$ cat src/rtl/jpeg_zz_pkg.sv
// -----------------------------------------------------------------------------
// jpeg_zz_pkg
// Shared constants, types and the zigzag lookup for the JPEG coefficient
// reorder path.
//   BLK_SIZE : coefficients per 8x8 block
//   IDX_W    : width of an index within a block
//   idx_t    : index within a block, 0..63
//   zz_addr  : zigzag sequence position -> raster address (row*8+col)
// The coefficient type is parameterised by DATA_W, so it is declared as
// coef_t inside the module that owns DATA_W.
// -----------------------------------------------------------------------------
package jpeg_zz_pkg;

  localparam int BLK_SIZE = 64;
  localparam int IDX_W    = 6;

  typedef logic [IDX_W-1:0] idx_t;

  // Entry n is the raster address of the n-th coefficient in zigzag order.
  localparam idx_t ZZ_ROM [BLK_SIZE] = '{
    6'd0,  6'd1,  6'd8,  6'd16, 6'd9,  6'd2,  6'd3,  6'd10,
    6'd17, 6'd24, 6'd32, 6'd25, 6'd18, 6'd11, 6'd4,  6'd5,
    6'd12, 6'd19, 6'd26, 6'd33, 6'd40, 6'd48, 6'd41, 6'd34,
    6'd27, 6'd20, 6'd13, 6'd6,  6'd7,  6'd14, 6'd21, 6'd28,
    6'd35, 6'd42, 6'd49, 6'd56, 6'd57, 6'd50, 6'd43, 6'd36,
    6'd29, 6'd22, 6'd15, 6'd23, 6'd30, 6'd37, 6'd44, 6'd51,
    6'd58, 6'd59, 6'd52, 6'd45, 6'd38, 6'd31, 6'd39, 6'd46,
    6'd53, 6'd60, 6'd61, 6'd54, 6'd47, 6'd55, 6'd62, 6'd63
  };

  function automatic idx_t zz_addr(input idx_t idx);
    return ZZ_ROM[idx];
  endfunction

endpackage

$ cat src/rtl/zz_bank_ctrl.sv
// -----------------------------------------------------------------------------
// zz_bank_ctrl
// Bank bookkeeping for the zigzag reorder buffer: write/read bank pointers,
// in-block write/read counters, per-bank full flags and the full-bank count.
// Ports:
//   clk, rst_n        clock, asynchronous active-low reset
//   in_valid          upstream coefficient valid
//   out_valid         current state of the output register (owned by the top)
//   out_ready         downstream accept
//   in_ready          write bank is not full (registered state only)
//   wr_en             a coefficient is accepted this cycle
//   rd_load           the output register loads a coefficient this cycle
//   wbank, wcnt       bank / index being written
//   rbank, rcnt       bank / index being read
//   blk_count         number of full banks
// -----------------------------------------------------------------------------
module zz_bank_ctrl
  import jpeg_zz_pkg::*;
#(
  parameter  int NUM_BANKS = 2,
  localparam int BANK_W    = (NUM_BANKS > 1) ? $clog2(NUM_BANKS) : 1,
  localparam int CNT_W     = $clog2(NUM_BANKS + 1)
) (
  input  logic              clk,
  input  logic              rst_n,
  input  logic              in_valid,
  input  logic              out_valid,
  input  logic              out_ready,
  output logic              in_ready,
  output logic              wr_en,
  output logic              rd_load,
  output logic [BANK_W-1:0] wbank,
  output idx_t              wcnt,
  output logic [BANK_W-1:0] rbank,
  output idx_t              rcnt,
  output logic [CNT_W-1:0]  blk_count
);

  localparam idx_t LAST_IDX = idx_t'(BLK_SIZE - 1);

  logic [NUM_BANKS-1:0] full;
  logic [NUM_BANKS-1:0] set_mask;
  logic [NUM_BANKS-1:0] clr_mask;

  function automatic logic [BANK_W-1:0] next_bank(input logic [BANK_W-1:0] b);
    return (b == BANK_W'(NUM_BANKS - 1)) ? '0 : b + BANK_W'(1);
  endfunction

  assign in_ready = !full[wbank];
  assign wr_en    = in_valid && in_ready;
  // The output register can take a beat when it is empty or being emptied.
  assign rd_load  = full[rbank] && (!out_valid || out_ready);

  // A write can only complete into a non-full bank and a read can only
  // finish a full one, so set and clear never target the same bank.
  always_comb begin
    // NOTE: every always_comb output gets a default first; a path that leaves
    // a signal unassigned would infer a latch.
    set_mask = '0;
    clr_mask = '0;
    if (wr_en && (wcnt == LAST_IDX))   set_mask[wbank] = 1'b1;
    if (rd_load && (rcnt == LAST_IDX)) clr_mask[rbank] = 1'b1;
  end

  // NOTE: sequential state is updated with non-blocking assignments only, so
  // every flop samples the pre-edge values regardless of statement order.
  always_ff @(posedge clk or negedge rst_n) begin
    if (!rst_n) begin
      wbank <= '0;
      wcnt  <= '0;
      rbank <= '0;
      rcnt  <= '0;
      full  <= '0;
    end else begin
      if (wr_en) begin
        wcnt <= wcnt + idx_t'(1);
        if (wcnt == LAST_IDX) wbank <= next_bank(wbank);
      end
      if (rd_load) begin
        rcnt <= rcnt + idx_t'(1);
        if (rcnt == LAST_IDX) rbank <= next_bank(rbank);
      end
      full <= (full & ~clr_mask) | set_mask;
    end
  end

  always_comb begin
    blk_count = '0;
    for (int i = 0; i < NUM_BANKS; i++) begin
      blk_count = blk_count + CNT_W'(full[i]);
    end
  end

endmodule

$ cat src/rtl/zigzag_reorder_pp.sv
// -----------------------------------------------------------------------------
// zigzag_reorder_pp
// Multi-bank 8x8 coefficient reorder buffer. Blocks arrive in raster order on
// a valid/ready stream and leave in JPEG zigzag order, or unchanged when the
// block was tagged as bypass on its first coefficient. With two or more banks
// one block fills while another drains.
// Ports:
//   clk, rst_n   clock, asynchronous active-low reset
//   in_valid     input coefficient valid
//   in_ready     input accepted when in_valid && in_ready
//   in_data      coefficient in raster order
//   in_zz        block mode, sampled with coefficient 0: 1 zigzag, 0 raster
//   out_valid    output register holds data
//   out_ready    downstream accept
//   out_data     reordered coefficient
//   out_idx      sequence index within the block
//   out_last     high with out_idx == 63
//   blk_count    number of full banks awaiting readout
// -----------------------------------------------------------------------------
module zigzag_reorder_pp
  import jpeg_zz_pkg::*;
#(
  parameter  int DATA_W    = 12,
  parameter  int NUM_BANKS = 2,
  localparam int CNT_W     = $clog2(NUM_BANKS + 1)
) (
  input  logic              clk,
  input  logic              rst_n,
  input  logic              in_valid,
  output logic              in_ready,
  input  logic [DATA_W-1:0] in_data,
  input  logic              in_zz,
  output logic              out_valid,
  input  logic              out_ready,
  output logic [DATA_W-1:0] out_data,
  output logic [IDX_W-1:0]  out_idx,
  output logic              out_last,
  output logic [CNT_W-1:0]  blk_count
);

  localparam int BANK_W = (NUM_BANKS > 1) ? $clog2(NUM_BANKS) : 1;

  typedef logic [DATA_W-1:0] coef_t;

  coef_t                mem [NUM_BANKS][BLK_SIZE];
  logic [NUM_BANKS-1:0] mode;

  logic              wr_en;
  logic              rd_load;
  logic [BANK_W-1:0] wbank;
  logic [BANK_W-1:0] rbank;
  idx_t              wcnt;
  idx_t              rcnt;
  idx_t              rd_addr;

  zz_bank_ctrl #(
    .NUM_BANKS (NUM_BANKS)
  ) u_ctrl (
    .clk       (clk),
    .rst_n     (rst_n),
    .in_valid  (in_valid),
    .out_valid (out_valid),
    .out_ready (out_ready),
    .in_ready  (in_ready),
    .wr_en     (wr_en),
    .rd_load   (rd_load),
    .wbank     (wbank),
    .wcnt      (wcnt),
    .rbank     (rbank),
    .rcnt      (rcnt),
    .blk_count (blk_count)
  );

  // NOTE: the storage array and mode bits are deliberately not reset. A bank
  // is only read after all 64 entries and its mode have been written, so the
  // power-up contents are never observed, and leaving out the reset lets the
  // array map onto RAM.
  always_ff @(posedge clk) begin
    if (wr_en) begin
      mem[wbank][wcnt] <= in_data;
      if (wcnt == '0) mode[wbank] <= in_zz;
    end
  end

  assign rd_addr = mode[rbank] ? zz_addr(rcnt) : rcnt;

  always_ff @(posedge clk or negedge rst_n) begin
    if (!rst_n) begin
      out_valid <= 1'b0;
      out_data  <= '0;
      out_idx   <= '0;
      out_last  <= 1'b0;
    end else if (rd_load) begin
      out_valid <= 1'b1;
      out_data  <= mem[rbank][rd_addr];
      out_idx   <= rcnt;
      out_last  <= (rcnt == idx_t'(BLK_SIZE - 1));
    end else if (out_ready) begin
      // Beat taken with nothing to replace it.
      out_valid <= 1'b0;
    end
  end

endmodule

$ cat config.mk
export PLATFORM = sky130hd
export DESIGN_NAME = zigzag_reorder_pp
export DESIGN_NICKNAME = d
export VERILOG_FILES = /design/src/rtl/jpeg_zz_pkg.sv /design/src/rtl/zz_bank_ctrl.sv /design/src/rtl/zigzag_reorder_pp.sv
export SDC_FILE = /design/constraint.sdc
export NUM_CORES = 2
export LEC_CHECK = 0
export BUFFER_PORTS_ARGS = -buffer_cell sky130_fd_sc_hd__buf_2
export CAP_MARGIN = 20
export CORE_MARGIN = 5
export CORE_UTILIZATION = 47
export CTS_CLUSTER_DIAMETER = 60
export CTS_CLUSTER_SIZE = 20
export DETAILED_ROUTE_END_ITERATION = 8
export PLACE_DENSITY = 0.63
export SKIP_CTS_REPAIR_TIMING = 1
export SYNTH_ARGS = -nofsm -noshare
export SYNTH_HDL_FRONTEND = slang
export SYNTH_SLANG_ARGS = --single-unit
$ cat constraint.sdc
create_clock -name clk -period 10.2 [get_ports clk]
set_input_delay 1.02 -clock clk [delete_from_list [all_inputs] [get_ports clk]]
set_output_delay 1.02 -clock clk [all_outputs]
set_load 0.05 [all_outputs]
==> reports/metrics.cfg <==
[status]
outcome=complete, no violations

[timing]
worst_pin_slew_ps=1230
grt_setup_unrepaired=false
period_needed_ps=6640
hold_viol=0
tns_ps=0
max_slew_margin_pct=18.0
hold_ws_ps=78.8
fin_ws_ps=3560
fmax_ghz=0.150
clock-skew-final_ps=37.9
finalCritPeriodShare_pct=65.1
slew_violations=0
finalSetupViolations=0

[floorplan]
die-width_microns=377
die-area_sq_um=142000
boundaryPins=40
fp-row-count=134
core_sq_um=133000
start_util_pct=47.3
die_y_microns=377

[yosys]
yosys-top-cells-area=edfxtp_1 73%, mux4_2 6.8%, mux2i_1 2.7%, nand2_1 2.5%, dfrtp_1 1.4%
synth_area_per_cell_sq_um=17.1
syn_area_sq_um=63100
netlist_instances=3690
synth_seq_area_share_pct=74.6
synth_fp_nets=3723
yosys.area.top_type=edfxtp_1
ys_seq_elements=1574
async_flop_share_pct=2.29
synth.top_cell.area_share_pct=73.1
synth_cell_type_count=81
synth_flop_cell=edfxtp_1
synth_edf_count=1538
yosys_warnings=0

[power_and_ir_drop]
power_leakage_uw=0.0223
irDropWorstVdd_v=0.000137
p_per_area_nw_per_um2=206
power_uw=14300

[routing]
drt_iter0_markers=4670
drc=0
post_drt_wl_per_cell_microns=29.1
detail-route-antenna-nets=0
routed_wirelength_microns=165000
route.vias.total=35100
dr.pass1.iters=5
vias_per_cell=6.22

[worst_setup_path]
cp_slowest_cell=a211oi_1
critical-path-top-delay-family=simple AND/OR/NAND/NOR gates
cp_max_fo=58
path_buf_inv=2
worstSetupPathType=reg2reg
cp.arrival_ps=7330
cp.required_ps=10890
startpoint=u_ctrl.rcnt[0]
r2r-start=u_ctrl.rcnt[0]
cp-end-kind=register
critPathLaunchType=register
max_stage_delay_ps=830
crit_chain=clkinv_1 > ha_1 > xor2_1 > nor2_1 > or4_1 > nand3_4 > buf_4 > mux4_2 > o22ai_1 > or4b_1 > a211oi_1 > o2111a_1

[clocking]
cts_buffers=112
insertion_delay_ps=760
cts.sinks=1574
h-tree-depth=3
cts_max_path_buffers=3
clk_pin_slew_ps=80
root_buffer=clkbuf_16
cts_tree=done

[placed_design]
pre_cts_slack_ps=3540
portBuffers=39
routabilityCongestion=0.836
hpwl_microns=97300
placed_cells=5438

[final_layout]
final_cells=5648
syn_to_final_growth_pct=10.3
drive_gt1_share_pct=17.2
nets=3820

[global_routing]
antenna_found_initial=6
first_global_vias=33900
overflow=0
grt_max_degree=114
track_usage_pct=23.0
grt_pass1_wl_microns=240000

[worst_hold_path]
hold_path_class=in2async

[run]
cap_violations=0

-- cell type report --
type | instances | area [sq um]
Fill cell | 10700 | 63800
Sequential cell | 1574 | 47100
Multi-Input combinational cell | 1859 | 14700
Clock buffer | 120 | 2850
Tap cell | 1768 | 2210
Timing Repair Buffer | 220 | 1690
Clock inverter | 84 | 1020
Inverter | 20 | 75.1
Antenna cell | 3 | 7.51
-- flip-flops by register name (all words and copies together) (netlist names) --
name and cells:
u_ctrl.wcnt 6, mode 2, out_valid 1, u_ctrl.rcnt 6
mem 1536, u_ctrl.wbank 1, out_data 12, out_idx 6
out_last 1, u_ctrl.rbank 1, u_ctrl.full 2
-- Yosys cell counts, types with 9 or more instances --
| cell type | n |
|---|---|
| and3_1 | 30 |
| o31ai_1 | 14 |
| o41ai_1 | 11 |
| a32oi_1 | 13 |
| buf_8 | 9 |
| mux4_2 | 190 |
| o2111a_1 | 11 |
| a31oi_1 | 15 |
| or3_1 | 9 |
| ha_1 | 16 |
| nor4_1 | 17 |
| xnor2_1 | 9 |
| edfxtp_1 | 1538 |
| o22ai_1 | 102 |
| nand2_1 | 419 |
| nand4_1 | 29 |
| a211oi_1 | 71 |
| nor2b_1 | 9 |
| o21ai_0 | 26 |
| mux2_2 | 10 |
| clkbuf_1 | 101 |
| buf_4 | 18 |
| a21oi_1 | 72 |
| nand3_1 | 160 |
| inv_1 | 19 |
| a22o_1 | 12 |
| or4b_1 | 12 |
| a221oi_1 | 48 |
| nor2_1 | 170 |
| nor4_2 | 9 |
| o221ai_1 | 22 |
| dfrtp_1 | 36 |
| buf_2 | 74 |
| buf_6 | 24 |
| a21o_1 | 13 |
| mux2i_1 | 173 |
| and2_1 | 52 |
| o22a_1 | 26 |
-- cells in the final DEF (no fill, tap or decap), drive strengths merged, types with 13 or more instances in the layout --
cell type  count
a221oi        48
dfrtp         36
buf          220
and2          52
a21o          13
nor4          26
a211oi        72
clkinvlp      17
nand3        162
a32oi         13
clkinv        39
a31oi         15
clkbuf       120
nand4         29
a21oi         72
o21ai         28
inv           37
ha            16
nor2         170
o22ai        102
nand2        419
edfxtp      1538
o31ai         18
o221ai        22
o22a          26
mux4         190
mux2i        174
and3          30
-- power breakdown --
| group | total [uW] | internal [uW] | switching, uW |
|---|---|---|---|
| registers | 7360 | 7240 | 116 |
| logic | 2210 | 747 | 1460 |
| clock network | 4760 | 2380 | 2370 |
| total | 14300 | 10400 | 3950 |
-- per-stage QoR --
step | util, % | instance area, sq um
final | 52.2 | 69600
after global routing | 52.2 | 69600
after CTS | 52.1 | 69600
after detailed placement | 49.2 | 65700
after global placement | 49.2 | 65600
after floorplan | - | 63100
-- worst reg2reg max path, stage by stage (launching register included) --
cell and delay [ps]:
dfrtp_1 820, clkinv_1 480, ha_1 570, xor2_1 200
nor2_1 80, or4_1 630, nand3_4 700, buf_4 820
mux4_2 390, o22ai_1 120, or4b_1 690, a211oi_1 830
o2111a_1 270
-- path summary, 6_finish.rpt --
kind	endpoint	cells after the start	slack [ps]
max	out_data[7]	12	3560
min	out_valid	1	80
max reg2reg	out_data[7]	12	3560
min reg2reg	out_idx[4]	1	510
max in group asynchronous	out_data[0]	2	9670
min in group clk	out_valid	2	470
-- routing by layer --
layer,up-vias,wire length [microns],track usage (%)
met4,2,4180,6.25
met2,1622,75800,35.1
met5,-,11,0
met1,18400,70400,34.6
met3,240,14100,3.77
li1,14900,-,-
-- cell families (layout without fill, tap and decap cells) --
kind of cell             count (synthesis)  count (layout)  share of synthesized area, %
AO/OA/AOI/OAI                          504             504                          5.82
XOR/XNOR                                12              12                         0.166
adder cells (fa/ha/maj)                 16              16                         0.317
buffers and inverters                  257             444                          2.38
flip-flops                            1574            1574                          74.6
multiplexers                           374             374                          9.72
other                                    0               3                             0
AND/OR/NAND/NOR                        953             953                          7.02
Note: power is estimated with default switching activity, not from simulation.
